`src/rtl/motor_cfg_master.sv`:
```
// -----------------------------------------------------------------------------
// motor_cfg_master
//
// Avalon-MM write master that programs NUM_CH PWM motor-controller channels.
// For every channel it writes HIGH_DUR (reg 1), TOTAL_DUR (reg 0) and
// CONTROL (reg 2), in that order, channels 0..NUM_CH-1. One sweep runs
// automatically after reset; further sweeps run on update_req using a
// snapshot of the live inputs taken when the sweep starts. Requests that
// arrive while a sweep is running coalesce into a single follow-up sweep.
// A write stalled on waitrequest for TIMEOUT cycles aborts the sweep and
// sets the sticky err flag, which is cleared when the next sweep starts.
//
// Optional feature (macro SKIP_UNCHANGED_EN): shadow copies of the last
// accepted value per (channel, register) let a sweep skip writes whose
// value has not changed.
//
// Parameters:
//   NUM_CH   number of motor channels (1..8)
//   CH_W     channel-select address bits, 2**CH_W >= NUM_CH, CH_W >= 1
//   TIMEOUT  max stalled cycles of one write before abort
//
// Ports:
//   clk, reset_n      clock, asynchronous active-low reset
//   period            shared PWM total duration (clk ticks)
//   duty              per-channel high duration, channel k at [32k+31:32k]
//   forward/go/fast_decay  per-channel direction / enable / decay mode
//   update_req        single-cycle sweep request
//   s_cs, s_write     chip select and write strobe (asserted together)
//   s_read            tied low
//   s_address         {channel, 4-bit register index}
//   s_writedata       write data
//   waitrequest       slave stall
//   busy              sweep in progress
//   done              one-cycle pulse at sweep end
//   err               sticky timeout flag
// -----------------------------------------------------------------------------
module motor_cfg_master #(
  parameter int NUM_CH  = 2,
  parameter int CH_W    = 1,
  parameter int TIMEOUT = 255
) (
  input  logic                  clk,
  input  logic                  reset_n,
  input  logic [31:0]           period,
  input  logic [32*NUM_CH-1:0]  duty,
  input  logic [NUM_CH-1:0]     forward,
  input  logic [NUM_CH-1:0]     go,
  input  logic [NUM_CH-1:0]     fast_decay,
  input  logic                  update_req,
  output logic                  s_cs,
  output logic [CH_W+3:0]       s_address,
  output logic                  s_write,
  output logic                  s_read,
  output logic [31:0]           s_writedata,
  input  logic                  waitrequest,
  output logic                  busy,
  output logic                  done,
  output logic                  err
);

  localparam int STALL_W = $clog2(TIMEOUT + 1);

  typedef enum logic [2:0] {
    S_IDLE,
    S_LOAD,
    S_WRITE,
    S_GAP,
    S_DONE
  } state_t;

  state_t state_q, state_d;

  logic                auto_start_q;
  logic                pending_q;
  logic [CH_W-1:0]     ch_q;
  logic [1:0]          step_q;      // 0: HIGH_DUR, 1: TOTAL_DUR, 2: CONTROL
  logic [STALL_W-1:0]  stall_q;

  // Sweep snapshot
  logic [31:0]         period_s;
  logic [31:0]         duty_s [NUM_CH];
  logic [NUM_CH-1:0]   forward_s;
  logic [NUM_CH-1:0]   go_s;
  logic [NUM_CH-1:0]   fast_decay_s;

  logic                start;
  logic                timeout_hit;
  logic                last_write;
  logic                skip;
  logic [3:0]          reg_idx;
  logic [31:0]         duty_cur;
  logic [31:0]         cur_data;

  assign start       = auto_start_q | pending_q | update_req;
  assign timeout_hit = waitrequest && (stall_q == STALL_W'(TIMEOUT - 1));
  assign last_write  = (step_q == 2'd2) && (ch_q == CH_W'(NUM_CH - 1));

  // Register index and data for the current (channel, step)
  // NOTE: every variable assigned in always_comb gets a default first, so no
  // path can leave it unassigned and infer a latch.
  always_comb begin
    duty_cur = duty_s[ch_q];
    reg_idx  = 4'd2;
    cur_data = {29'b0, fast_decay_s[ch_q], forward_s[ch_q], go_s[ch_q]};
    unique case (step_q)
      2'd0: begin
        reg_idx  = 4'd1;
        cur_data = (duty_cur < period_s) ? duty_cur : period_s;
      end
      2'd1: begin
        reg_idx  = 4'd0;
        cur_data = period_s;
      end
      default: ;
    endcase
  end

`ifdef SKIP_UNCHANGED_EN
  logic [31:0] shadow_q       [NUM_CH][3];
  logic [2:0]  shadow_valid_q [NUM_CH];

  assign skip = shadow_valid_q[ch_q][step_q] &&
                (shadow_q[ch_q][step_q] == cur_data);
`else
  assign skip = 1'b0;
`endif

  // State register
  // NOTE: sequential state uses non-blocking assignments so every flop
  // samples pre-edge values regardless of process ordering.
  always_ff @(posedge clk or negedge reset_n) begin
    if (!reset_n) state_q <= S_IDLE;
    else          state_q <= state_d;
  end

  // Next-state logic
  always_comb begin
    state_d = state_q;
    unique case (state_q)
      S_IDLE:  if (start) state_d = S_LOAD;
      S_LOAD:  state_d = skip ? S_GAP : S_WRITE;
      S_WRITE: begin
        if (!waitrequest)     state_d = S_GAP;
        else if (timeout_hit) state_d = S_DONE;
      end
      S_GAP:   state_d = last_write ? S_DONE : S_LOAD;
      S_DONE:  state_d = S_IDLE;
      default: state_d = S_IDLE;
    endcase
  end

  // Outputs decoded from the state register; all are low in IDLE, so the
  // asynchronous reset drops the strobes immediately.
  always_comb begin
    s_cs    = (state_q == S_WRITE);
    s_write = (state_q == S_WRITE);
    s_read  = 1'b0;
    busy    = (state_q == S_LOAD) || (state_q == S_WRITE) || (state_q == S_GAP);
    done    = (state_q == S_DONE);
  end

  // Control and bus-register datapath
  always_ff @(posedge clk or negedge reset_n) begin
    if (!reset_n) begin
      auto_start_q <= 1'b1;
      pending_q    <= 1'b0;
      err          <= 1'b0;
      ch_q         <= '0;
      step_q       <= '0;
      stall_q      <= '0;
      s_address    <= '0;
      s_writedata  <= '0;
`ifdef SKIP_UNCHANGED_EN
      for (int k = 0; k < NUM_CH; k++) shadow_valid_q[k] <= '0;
`endif
    end else begin
      // A request outside IDLE (including DONE) is remembered for one sweep.
      if (state_q != S_IDLE && update_req) pending_q <= 1'b1;

      unique case (state_q)
        S_IDLE: begin
          if (start) begin
            auto_start_q <= 1'b0;
            pending_q    <= 1'b0;
            err          <= 1'b0;
            ch_q         <= '0;
            step_q       <= '0;
          end
        end
        S_LOAD: begin
          s_address   <= {ch_q, reg_idx};
          s_writedata <= cur_data;
          stall_q     <= '0;
        end
        S_WRITE: begin
          if (!waitrequest) begin
`ifdef SKIP_UNCHANGED_EN
            shadow_valid_q[ch_q][step_q] <= 1'b1;
`endif
          end else if (timeout_hit) begin
            err <= 1'b1;
`ifdef SKIP_UNCHANGED_EN
            for (int k = 0; k < NUM_CH; k++) shadow_valid_q[k] <= '0;
`endif
          end else begin
            stall_q <= stall_q + 1'b1;
          end
        end
        S_GAP: begin
          if (step_q == 2'd2) begin
            step_q <= '0;
            ch_q   <= ch_q + 1'b1;
          end else begin
            step_q <= step_q + 2'd1;
          end
        end
        default: ;
      endcase
    end
  end

  // Snapshot and shadow data carry no reset: they are only read after being
  // loaded (snapshot) or when their valid bit is set (shadow).
  // NOTE: storage whose contents are qualified elsewhere is left unreset,
  // which keeps reset fan-out off wide data registers.
  always_ff @(posedge clk) begin
    if (state_q == S_IDLE && start) begin
      period_s     <= period;
      forward_s    <= forward;
      go_s         <= go;
      fast_decay_s <= fast_decay;
      for (int k = 0; k < NUM_CH; k++) duty_s[k] <= duty[32*k +: 32];
    end
`ifdef SKIP_UNCHANGED_EN
    if (state_q == S_WRITE && !waitrequest)
      shadow_q[ch_q][step_q] <= s_writedata;
`endif
  end

endmodule

```
`config.mk`:
```
export PLATFORM = sky130hd
export DESIGN_NAME = motor_cfg_master
export DESIGN_NICKNAME = d
export VERILOG_FILES = /design/src/rtl/motor_cfg_master.sv
export SDC_FILE = /design/constraint.sdc
export NUM_CORES = 1
export LEC_CHECK = 0
export BUFFER_PORTS_ARGS = -buffer_cell sky130_fd_sc_hd__buf_4
export CORE_ASPECT_RATIO = 0.8
export CORE_UTILIZATION = 34
export CTS_CLUSTER_DIAMETER = 40
export DETAILED_ROUTE_END_ITERATION = 10
export GPL_TIMING_DRIVEN = 0
export PLACE_DENSITY = 0.66
export SETUP_SLACK_MARGIN = 0.4
export SYNTH_ARGS = -nofsm -noshare
export SYNTH_HDL_FRONTEND = slang
export SYNTH_SLANG_ARGS = --single-unit
```
`constraint.sdc`:
```
create_clock -name clk -period 7.63 [get_ports clk]
set_input_delay 1.526 -clock clk [delete_from_list [all_inputs] [get_ports clk]]
set_output_delay 1.526 -clock clk [all_outputs]
set_load 0.05 [all_outputs]
```
# Yosys cells after proc, flatten, opt, wreduce, memory -nomap -nowiden
# Memories as Yosys holds them, arrays and structs flattened.
# Index checks and enable logic that the tools add are counted.
dict set report word_totals {
  ff_bits 92
  ramBits 64
  in_bits 106
  output_inout_bits 43
  wordCells 83
  memories 1
}
# memory words word_bits rd rd_ports_with_merged_regs wr line_no
set mem_list {}
lappend mem_list {duty_s 2 32 1 0 2 81} ;# logic [31:0] duty_s [NUM_CH];
dict set report classes {
  n_addsub 3
  n_lt_le_gt_ge 2
  eq_ne 13
  n_mux 31
  bitwise 2
  reduce_logical 18
}
# op count
set ops {}
lappend ops {{32-bit case mux with 2 select lines} 1}
lappend ops {{32-bit less-than comparator} 1}
lappend ops {{32-bit two-way mux} 1}
lappend ops {{8-bit two-way mux} 2}
lappend ops {{8-bit case mux with 2 select lines} 1}
lappend ops {{1-bit two-way mux} 15}
lappend ops {{3-bit two-way mux} 4}
lappend ops {{3-bit case mux with 4 select lines} 1}
lappend ops {{8-bit by 1-bit adder with 8-bit output (second input constant)} 1}
lappend ops {{8-bit == test (second input constant)} 1}
lappend ops {{2-bit case mux with 2 select lines} 2}
lappend ops {{3-bit by 2-bit == test with 1-bit output (second input constant)} 2}
lappend ops {{2-bit inequality test (second input constant)} 3}
lappend ops {{2-bit AND reduction} 3}
lappend ops {{3-bit AND reduction} 2}
lappend ops {{2-bit nonzero test} 3}
lappend ops {{1-bit logical AND} 4}
lappend ops {{2-bit two-way mux} 2}
lappend ops {{2-bit by 1-bit inequality test with 1-bit output (second input constant)} 2}
lappend ops {{1-bit case mux with 2 select lines} 2}
lappend ops {{4-bit AND reduction} 1}
lappend ops {{3-bit by 1-bit == test with 1-bit output (second input constant)} 1}
lappend ops {{3-bit == test (second input constant)} 1}
lappend ops {{3-bit zero test} 1}
lappend ops {{10 further kinds} 12}

# Longest topological paths before layout
# Gate-level depths: netlist (run 1).
dict set report depth {
  ltp_word 5
  depth_mapped 12
  ltp_nobuf 8
}

# Least setup slack after synthesis (run 1)
# OpenSTA, ideal clock, no wires.
dict set report synth_timing {
  path_type {input to register}
  from {input port update_req}
  to {register ch_q}
  setup_time_ns 0.134
  arrival_time_ns 6.925
  slack_ns 0.571
  cell_stages 5
  n_path_buf 0
  cell_sequence {nor3_1 nor2b_1 nor2_1 o21ai_0 o21ai_0}
}
dict set report synth_between {
  elab_chain_cells 3
}
# item line_no
set synth_rtl {}
lappend synth_rtl {{start, declared} 49} ;# input logic update_req,
lappend synth_rtl {{1-bit bitwise OR} 94} ;# assign start = auto_start_q | pending_q | update_req;
lappend synth_rtl {{2-bit inequality test (no line)} n/a}
lappend synth_rtl {{3-bit AND reduction (no line)} n/a}
lappend synth_rtl {{end signal, assigned} 212} ;# ch_q <= ch_q + 1'b1;
lappend synth_rtl {{end, declared} 75} ;# logic [CH_W-1:0] ch_q;
# Every way passes these cells.
# A chain may end at the register's enable or synchronous reset.

# Worst setup path after layout (run 1)
dict set report layout_timing {
  from {register ch_q}
  to {register s_writedata[27]}
}
dict set report layout_between {
  elab_chain_cells 4
}
# item line_no
set layout_rtl {}
lappend layout_rtl {{memory 2 x 32 bit *} n/a}
lappend layout_rtl {{32-bit less-than comparator} 108} ;# cur_data = (duty_cur < period_s) ? duty_cur : period_s;
lappend layout_rtl {{32-bit two-way mux *} 108}
lappend layout_rtl {{32-bit case mux with 2 select lines *} 105} ;# unique case (step_q)
lappend layout_rtl {{end signal, assigned} 192} ;# s_writedata <= cur_data;
lappend layout_rtl {{end, declared} 54} ;# output logic [31:0] s_writedata,
# Mark *: on every way between the ends. The rest lies on a longest branch, timed or not.

==> flow_metrics.tcl, run 1 <==
set metrics [dict create \
    status "finished clean" \
    setup_violations 0 \
    synthCells 562 \
    reg2reg_slack_ps 3390 \
    finClkSkew_ps 24.34 \
    hold_viol 0 \
    drc 0 \
    antenna_found_initial 0 \
    maxCapViolations 0 \
    gr-usage-met2_pct 25.41 \
    die_x_um 162.7 \
    max_freq_mhz 235.6 \
    ctsLongestPathBuffers 2 \
    gp_congestion 0.8155 \
    finalWorstSetupSlack_ps 3386 \
    ios 149 \
    overflow 0 \
    postCtsHoldBufs 0 \
    antennaDiodeCount 0 \
    leakagePower_uw 0.003904 \
    post-cts-setup-buffers 0 \
    htree_levels 4 \
    yosysWarnings 0 \
    viasPerCell 4.914 \
    r2r_start "ch_q" \
    hpwl_mm 12.70 \
    critPathKind "flop to flop" \
    first_pass_iters 7 \
    period_minus_slack_ps 4244 \
    ir_worst_vdd_uv 249.4 \
    r2r_end "s_writedata[27]" \
    synth_area_um2 7023 \
    ys_seq_area_share_pct 62.16 \
    rsz0062_at_grt "false" \
    grt.busiest_layer "met2" \
    grt_pass1_wl_mm 26.72 \
    slew-limit-headroom_pct 23.58 \
    drtIter0Drc 311 \
    grt_use_met1_pct 23.49 \
    grt_start_max_net_pins 53 \
    grt_use_total_pct 17.01 \
    synthFlopType "edfxtp_1" \
    syn_area_per_cell_um2 12.50 \
    synth-seq-cells 154 \
    met3_usage_pct 5.524 \
    clock_latency_ps 430 \
    period_share_pct 55.63 \
    rows 46 \
    antenna_left 0 \
    cts_sinks 154 \
    critPathMaxFanout 10 \
    cts_tree "built" \
    initial_core_util_pct 35.06 \
    pre_cts_slack_ps 3431 \
    r2r_cells 11 \
    synth_edf_count 102 \
    cp.arrival_ps 4590 \
    numPortBuffers 145 \
    async_reset_ff_share_pct 33.77 \
    routed-via-count 4953 \
    grt_pass1_vias 4810 \
    die_area_um2 21240 \
    clkTransAtPathRegs_ps 60 \
    utilization_pct 45.73 \
    die_y_um 130.6 \
    syn2layout_area_growth_pct 30.41 \
    min_path_cells 2 \
    core_area_um2 20030 \
    wl_per_cell_um 17.28 \
    wirelength_mm 17.42 \
    powerDensity_nw_per_um2 457.6 \
    synth_cell_types 51 \
    crit_path_end_kind "flop" \
    nets 870 \
    drive_gt1_share_pct 31.59 \
    hp-start "s_address[1]" \
    tightest_slew_ps 1144 \
    maxSlewViolCount 0 \
    cts_buffers 17 \
    p_total_uw 4191 \
    hp-class "flop to flop" \
    critPathLaunchType "flop" \
    cts_resized 0 \
    hold_path_end "s_address[1]" \
    holdWs_ps 484.5 \
    root_buffer "clkbuf_16" \
    cp_data_required_time_ps 7970 \
]
==> worst max path at each step <==
stage | startpoint | to | slack, ps | depth (start not counted)
2_1_floorplan | update_req | ch_q | 570 | 5
3_3_place_gp | update_req | ch_q | -2000 | 6
3_5_place_dp | ch_q | s_writedata[29] | 3430 | 11
4_1_cts | ch_q | s_writedata[27] | 3390 | 11
5_1_grt | ch_q | s_writedata[29] | 3090 | 11
6_report | ch_q | s_writedata[27] | 3390 | 11
==> cell families after synthesis <==
logic type	synth area share, %
AO/OA/AOI/OAI	12.65
XOR/XNOR	0.4988
adder cells (fa/ha/maj)	5.879
buffers and inverters	4.115
flip-flops	62.16
multiplexers	5.879
other	0.05340
AND/OR/NAND/NOR	8.766
==> Yosys cell counts (7+ instances only) <==
cell | count | area, um^2
clkbuf_1 | 15 | 56.30
ha_1 | 33 | 412.9
o31ai_1 | 22 | 165.2
dfrtp_1 | 51 | 1276
edfxtp_1 | 102 | 3063
and3_1 | 22 | 137.6
nor2_1 | 19 | 71.32
o21ai_0 | 30 | 150.1
buf_4 | 7 | 52.55
nand2_1 | 46 | 172.7
mux2_2 | 34 | 382.9
nand4_1 | 8 | 50.05
o221ai_1 | 8 | 70.07
a21oi_1 | 60 | 300.3
inv_1 | 35 | 131.4
==> final cells by class <==
class	count	area, um^2
clock inverter	13	201.4
fill	1859	10870
tap	264	330.3
multi-input combinational	342	2384
timing repair buffer	148	1156
clock buffer	19	432.9
sequential	154	4365
inverter	35	131.4
buffer	33	157.7
==> stage by stage <==
step / setup TNS (ps) / cell area (um^2) / std cells
after floorplan: 0 / 7030 / 564
final: 0 / 9159 / 1008
after detailed placement: 0 / 8524 / 976
after global routing: 0 / 9159 / 1008
after CTS: 0 / 9159 / 1008
after global placement: -146090 / 8449 / 973
==> layer usage <==
layer | vias up | wire, um
li1 | 2429 | -
met1 | 2347 | 8321
met2 | 165 | 7654
met3 | 12 | 1246
met4 | 0 | 194
met5 | - | 0
==> worst max-delay path: stages (launching register included) <==
cell	delay, ps
dfrtp_1	410
buf_1	580
buf_2	380
mux2_2	400
ha_1	320
nand4_1	190
nor4_1	580
nand2_1	280
a31oi_2	450
buf_4	280
o31ai_1	100
o21ai_0	190
==> registers in the layout (all words and copies together), names as in the netlist, 2 cells and up <==
register	flops
forward_s	2
period_s	32
s_writedata	32
go_s	2
stall_q	8
duty_s	64
s_address	3
fast_decay_s	2
step_q	2
state_q	3
==> power by group <==
group / leakage [uW] / switching (uW) / internal (uW)
sequential: 0.00162 / 131 / 1260
combinational: 0.00198 / 1250 / 644
clock: 0.000304 / 337 / 578
==> layout by cell type, fill, tap and decap left out, drive strengths merged, types with 2 or more instances in the layout <==
cell / Yosys / routed
or3: 2 / 2
and3: 22 / 22
and2: 2 / 2
nor3: 3 / 3
nor2b: 5 / 5
edfxtp: 102 / 102
a221oi: 2 / 2
a22oi: 2 / 2
nand4: 8 / 8
nor4: 2 / 2
mux2: 34 / 34
o221ai: 8 / 8
conb: 1 / 3
dfrtp: 51 / 51
nor2: 20 / 20
nand2: 46 / 46
o21ai: 35 / 35
xor2: 4 / 4
a221o: 2 / 2
bufinv: 0 / 5
nand3: 6 / 6
buf: 18 / 166
ha: 33 / 33
a21oi: 60 / 60
nor3b: 2 / 2
a31o: 2 / 2
o31ai: 23 / 23
inv: 35 / 35
clkinvlp: 0 / 2
clkbuf: 15 / 34
clkinv: 0 / 6
mux2i: 3 / 3
Note: power is estimated with default switching activity, not from simulation.
==> run 2, diff against run 1 <==
--- a/config.mk
+++ b/config.mk
@@ -5,6 +5,7 @@
 export SDC_FILE = /design/constraint.sdc
 export NUM_CORES = 1
 export LEC_CHECK = 0
+export ABC_AREA = 1
 export BUFFER_PORTS_ARGS = -buffer_cell sky130_fd_sc_hd__buf_4
 export CORE_ASPECT_RATIO = 0.8
 export CORE_UTILIZATION = 34
==> constraint.sdc (replaced) <==
create_clock -name clk -period 4.2 [get_ports clk]
set_input_delay 0.84 -clock clk [delete_from_list [all_inputs] [get_ports clk]]
set_output_delay 0.84 -clock clk [all_outputs]
set_load 0.05 [all_outputs]
==> flow_metrics.tcl, run 2 <==
set metrics [dict create \
    htree_levels 4 \
    yosysWarnings 0 \
    overflow 0 \
    ctsLongestPathBuffers 2 \
    critPathMaxFanout 10 \
    max_freq_mhz 288.6 \
    synthCells 703 \
    clkTransAtPathRegs_ps 60 \
    worst_path_max_delay_cell "clkbuf_1" \
    hp-class "flop to flop" \
    ys_seq_area_share_pct 59.60 \
    die_x_um 166.1 \
    antenna_left 0 \
    root_buffer "clkbuf_16" \
    wl_per_cell_um 16.87 \
    leakagePower_uw 0.004273 \
    setup_violations 0 \
    slowest_delay_ps 610 \
    grt_pass1_vias 5379 \
    holdWs_ps 453.3 \
    p_total_uw 8838 \
    syn2layout_area_growth_pct 29.72 \
    clock_latency_ps 430 \
    synth_area_um2 7325 \
    cp.arrival_ps 3780 \
    die_area_um2 22140 \
    drive_gt1_share_pct 28.02 \
    synth_common_cells "nand2_1, edfxtp_1, inv_1" \
    synthXorXnorAreaFrac_pct 0.1196 \
    rows 47 \
    cts_resized 0 \
    reg2reg_slack_ps 730 \
    synth_area_leaders "edfxtp_1, dfrtp_1, ha_1" \
    violations "DRC" \
    utilization_pct 45.51 \
    cts_buffers 17 \
    critPathLaunchType "flop" \
    cp_data_required_time_ps 4510 \
    synth_mux_area_share_pct 0 \
    first_pass_iters 7 \
    synth_cell_types 32 \
    tightest_slew_ps 776.2 \
    viasPerCell 4.776 \
    path_cells "buf_6 > clkbuf_1 > o21ai_0 > inv_1 > ha_1 > a21oi_1 > nor2_1 > a211oi_1 > o21ai_0 > a21oi_2 > buf_4 > nand3_1 > nand3_1 > nand2_1 > nand2_1 > nand2_1" \
    gp_congestion 0.8115 \
    synth_most_common_cell "nand2_1" \
    hold_viol 0 \
    wirelength_mm 19.46 \
    numPortBuffers 145 \
    period_share_pct 82.50 \
    final_cell_mix "buf_4, nand2_1, edfxtp_1" \
    synth-seq-cells 154 \
    die_y_um 133.3 \
    async_reset_ff_share_pct 33.77 \
    synth_top_family_by_area "simple AND/OR/NAND/NOR gates" \
    synthFlopType "edfxtp_1" \
    synthAdderAreaFrac_pct 5.637 \
    synth_top_area_cell "edfxtp_1" \
    hpwl_mm 13.92 \
    rsz0062_at_grt "false" \
    grt_start_max_net_pins 53 \
    maxSlewViolCount 0 \
    maxCapViolations 0 \
    grt_use_total_pct 18.51 \
    regMostFlops "duty_s" \
    cts_tree "built" \
    period_minus_slack_ps 3465 \
    routed-via-count 5511 \
    syn_area_per_cell_um2 10.42 \
    top_regs "duty_s (64), period_s (32), s_writedata (32)" \
    grt_pass1_wl_mm 30.63 \
    synth_edf_count 102 \
    drtIter0Drc 409 \
    nets 1011 \
    antenna_found_initial 1 \
    slew-limit-headroom_pct 48.26 \
    critPathKind "flop to flop" \
    fin_tns_setup_ps 0 \
    post-cts-setup-buffers 0 \
    initial_core_util_pct 35.09 \
    cts_sinks 154 \
    final_common_cell "buf_4" \
    ios 149 \
    core_area_um2 20880 \
    synth_top_cell_area_share_pct 41.82 \
    largest_reg_flops 64 \
    synth-compound-area-share_pct 10.97 \
    antennaDiodeCount 0 \
    status "complete, but fails checks" \
    synth-simple-area-share_pct 16.11 \
    drc 10 \
    ir_worst_vdd_uv 358.4 \
    crit_path_end_kind "flop" \
    cp_common_cell "nand2_1" \
    postCtsHoldBufs 0 \
    powerDensity_nw_per_um2 930.1 \
    finClkSkew_ps 11.98 \
]
run 2: changes by cell type after synthesis, moves of 6 or more:
| cell | before | now |
|---|---|---|
| nand3_1 | 6 | 65 |
| inv_1 | 35 | 93 |
| nand2_1 | 46 | 104 |
| or2_2 | 0 | 35 |
| mux2_2 | 34 | 0 |
| a2bb2oi_1 | 0 | 24 |
| and3_1 | 22 | 0 |
| o31ai_1 | 22 | 0 |
| o21ai_0 | 30 | 48 |
| a21oi_1 | 60 | 45 |
| nor2_1 | 19 | 29 |
| o221ai_1 | 8 | 0 |
| a21oi_2 | 0 | 7 |
| nor3_1 | 2 | 8 |
run 2: where the power goes:
| group | internal (uW) | switching (uW) | leakage, uW | total (uW) |
|---|---|---|---|---|
| logic | 1520 | 2990 | 0.00236 | 4510 |
| clock network | 1120 | 651 | 0.000327 | 1780 |
| registers | 2320 | 236 | 0.00159 | 2550 |
| total | 4960 | 3880 | 0.00427 | 8840 |
run 2: kinds of logic (layout without fill, tap and decap cells):
family | Yosys count | in the layout
buffers and inverters | 129 | 309
other | 1 | 3
DFF | 154 | 154
xor gates and xnor gates | 1 | 1
and+or+nand+nor | 252 | 252
adders and majority gates | 33 | 33
AOI/OAI and AO/OA | 133 | 133
run 2: layout make-up:
cell class                      instances  area, um^2
Clock buffer                           19       432.9
Buffer                                 34       192.7
Tap cell                              269       336.6
Multi-Input combinational cell        422        2429
Timing Repair Buffer                  148        1149
Inverter                               95       359.1
Clock inverter                         13       237.7
Fill cell                            1935       11370
Sequential cell                       154        4365
run 2: critical path, delay by kind of cell (launching register included):
kind	cells	cell delay [ps]
AO/OA/AOI/OAI	5	1140
flip-flops	1	340
buffers and inverters	4	1130
adder cells (fa/ha/maj)	1	240
AND/OR/NAND/NOR	6	480
run 2: routing by layer:
layer  up-vias  track usage (%)  routed length [um]
li1       2730                -                   -
met5         -                0                   0
met1      2590            26.35                9558
met4         0            4.933                 187
met2       175            27.73                8424
met3        16            5.051                1292
run 2: path summary, 6_finish.rpt:
| check | startpoint | endpoint | cells after the start |
|---|---|---|---|
| min | auto_start_q | auto_start_q | 2 |
| min in group asynchronous | reset_n | s_writedata[28] | 1 |
| max | ch_q | s_writedata[27] | 16 |
| max in group asynchronous | reset_n | s_writedata[5] | 1 |
| max reg2reg | ch_q | s_writedata[27] | 16 |
| min reg2reg | auto_start_q | auto_start_q | 2 |
run 2: through the flow:
stage	setup WS, ps	std cells	cell area (um^2)
after floorplan	1190	705	7340
after global placement	123.8	1119	8765
after detailed placement	569.2	1122	8825
after CTS	507.4	1154	9495
after global routing	400.3	1154	9502
final	734.9	1154	9502
==> run 3, diff against run 2 <==
==> constraint.sdc (replaced) <==
create_clock -name clk -period 3.2 [get_ports clk]
set_input_delay 0.64 -clock clk [delete_from_list [all_inputs] [get_ports clk]]
set_output_delay 0.64 -clock clk [all_outputs]
set_load 0.05 [all_outputs]
==> flow_metrics.tcl, run 3 (same netlist as run 2, synthesis figures left out) <==
set metrics [dict create \
    internal_power_uw 7420 \
    setup_violations 0 \
    ctsLongestPathBuffers 2 \
    ios 149 \
    maxCapViolations 0 \
    leakagePower_uw 0.004585 \
    final_cell_mix "buf_4, edfxtp_1, nand2_1" \
    rsz0062_at_grt "true" \
    viasPerCell 4.926 \
    cp_common_cell "a21oi_2" \
    antenna_left 0 \
    grt_start_max_net_pins 53 \
    overflow 0 \
    status "complete, but fails checks" \
    gp_congestion 0.8006 \
    seq_power_share_pct 25.8 \
    r2r_start "ch_q" \
    antennaDiodeCount 0 \
    max_freq_mhz 345.2 \
    rows 47 \
    initial_core_util_pct 35.09 \
    path_cells "buf_8 > inv_12 > buf_4 > or2_2 > o21ai_2 > inv_1 > ha_1 > a21oi_2 > o21a_1 > o21ai_1 > a21oi_2 > buf_6 > nand2_8 > buf_8 > buf_12 > a21oi_4 > nand2_2 > a21oi_2" \
    r2r_end "s_writedata[1]" \
    numPortBuffers 145 \
    wirelength_mm 20.85 \
    clock_latency_ps 440 \
    root_buffer "clkbuf_16" \
    cp_data_required_time_ps 3560 \
    pwr-share-clk_pct 16.5 \
    drtIter0Drc 499 \
    cts_buffers 17 \
    power_switching_uw 5851 \
    tightest_slew_ps 884.4 \
    critPathKind "flop to flop" \
    syn2layout_area_growth_pct 42.55 \
    powerDensity_nw_per_um2 1271 \
    r2r_cells 18 \
    drc 8 \
    period_minus_slack_ps 2897 \
    critPathLaunchType "flop" \
    swShare_pct 44.09 \
    crit_path_end_kind "flop" \
    top_regs "duty_s (64), period_s (32), s_writedata (32)" \
    hold_viol 0 \
    nets 1039 \
    die_area_um2 22140 \
    grt_pass1_vias 5794 \
    htree_levels 4 \
    routed-via-count 5823 \
    wl_per_cell_um 17.64 \
    critPathMaxFanout 8 \
    core_area_um2 20880 \
    cts_tree "built" \
    slew-limit-headroom_pct 40.90 \
    die_y_um 133.3 \
    drive_gt1_share_pct 41.51 \
    grt_use_total_pct 19.27 \
    violations "DRC" \
    die_x_um 166.1 \
    p_total_uw 13270 \
    regMostFlops "duty_s" \
    finClkSkew_ps 14.43 \
    hpwl_mm 13.72 \
    clkTransAtPathRegs_ps 60 \
    holdWs_ps 282.8 \
    largest_reg_flops 64 \
    first_pass_iters 8 \
    final_common_cell "buf_4" \
    cts_sinks 154 \
    slowest_delay_ps 350 \
    ir_worst_vdd_uv 460.8 \
    reg2reg_slack_ps 300 \
    p_comb_share_pct 57.7 \
    fin_tns_setup_ps 0 \
    worst_path_max_delay_cell "dfrtp_1" \
    postCtsHoldBufs 0 \
    cp.arrival_ps 3250 \
    period_share_pct 90.52 \
    hp-class "primary input to asynchronous set/reset pin" \
    grt_pass1_wl_mm 31.91 \
    maxSlewViolCount 0 \
    antenna_found_initial 0 \
]
==> run 3: metal layers <==
metal / vias up / global-route usage (%) / share of wire [%]
met3: 20 / 5.021 / 6.5
met5: - / 0 / 0
li1: 2790 / - / -
met4: 0 / 6.542 / 1.6
met1: 2816 / 26.86 / 46
met2: 197 / 29.14 / 46
==> run 3: layout make-up <==
type	instances	area (um^2)
flip-flops and latches	154	4365
clock inverters	15	210.2
clock buffers	17	425.4
fillers	1846	10440
repair inverters	1	8.758
multi-input cells	422	3007
plain buffers	34	287.8
inverters	95	369.1
well taps	269	336.6
repair buffers	175	1431
==> run 3: per-stage QoR <==
step / instances / area, um^2 / utilization, % / setup WS (ps)
after floorplan: 705 / 7348 / - / 271.0
after global placement: 1119 / 8773 / 42.03 / -763.6
after detailed placement: 1122 / 8841 / 42.35 / -432.5
after CTS: 1178 / 10030 / 48.07 / 317.9
after global routing: 1182 / 10440 / 50.02 / 192.4
final: 1182 / 10440 / 50.02 / 303.5
==> run 3: worst max-delay path: cells and delay by family (launching register included) <==
kind | cells | cell delay [ps]
AOI/OAI and AO/OA | 7 | 870
buffers and inverters | 7 | 850
adders and majority gates | 1 | 310
and+or+nand+nor | 3 | 410
DFF | 1 | 350
==> run 3: worst max path at each step <==
stage	start	to	slack, ps	cells after the start
after floorplan	state_q[0]	ch_q	270	9
after global placement	state_q[0]	ch_q	-760	9
after detailed placement	ch_q	s_writedata[27]	-430	18
after CTS	ch_q	s_writedata[27]	320	18
after global routing	ch_q	s_writedata[1]	190	20
final	ch_q	s_writedata[1]	300	18
==> run 3: power by group through the flow <==
stage               combinational [uW]  sequential (uW)  clock [uW]
floorplan                         3350             4090           0
global placement                  5730             3430           0
detailed placement                5930             3390           0
CTS                               6920             3390        2220
global route                      8270             3500        2310
finish                            7660             3420        2190
==> run 3: what timing repair did <==
item,4_1_cts,5_1_grt
buffers inserted,20,3
resized for setup,96,86
cloned,4,1
pin swaps,14,33
setup endpoints to repair,32,32
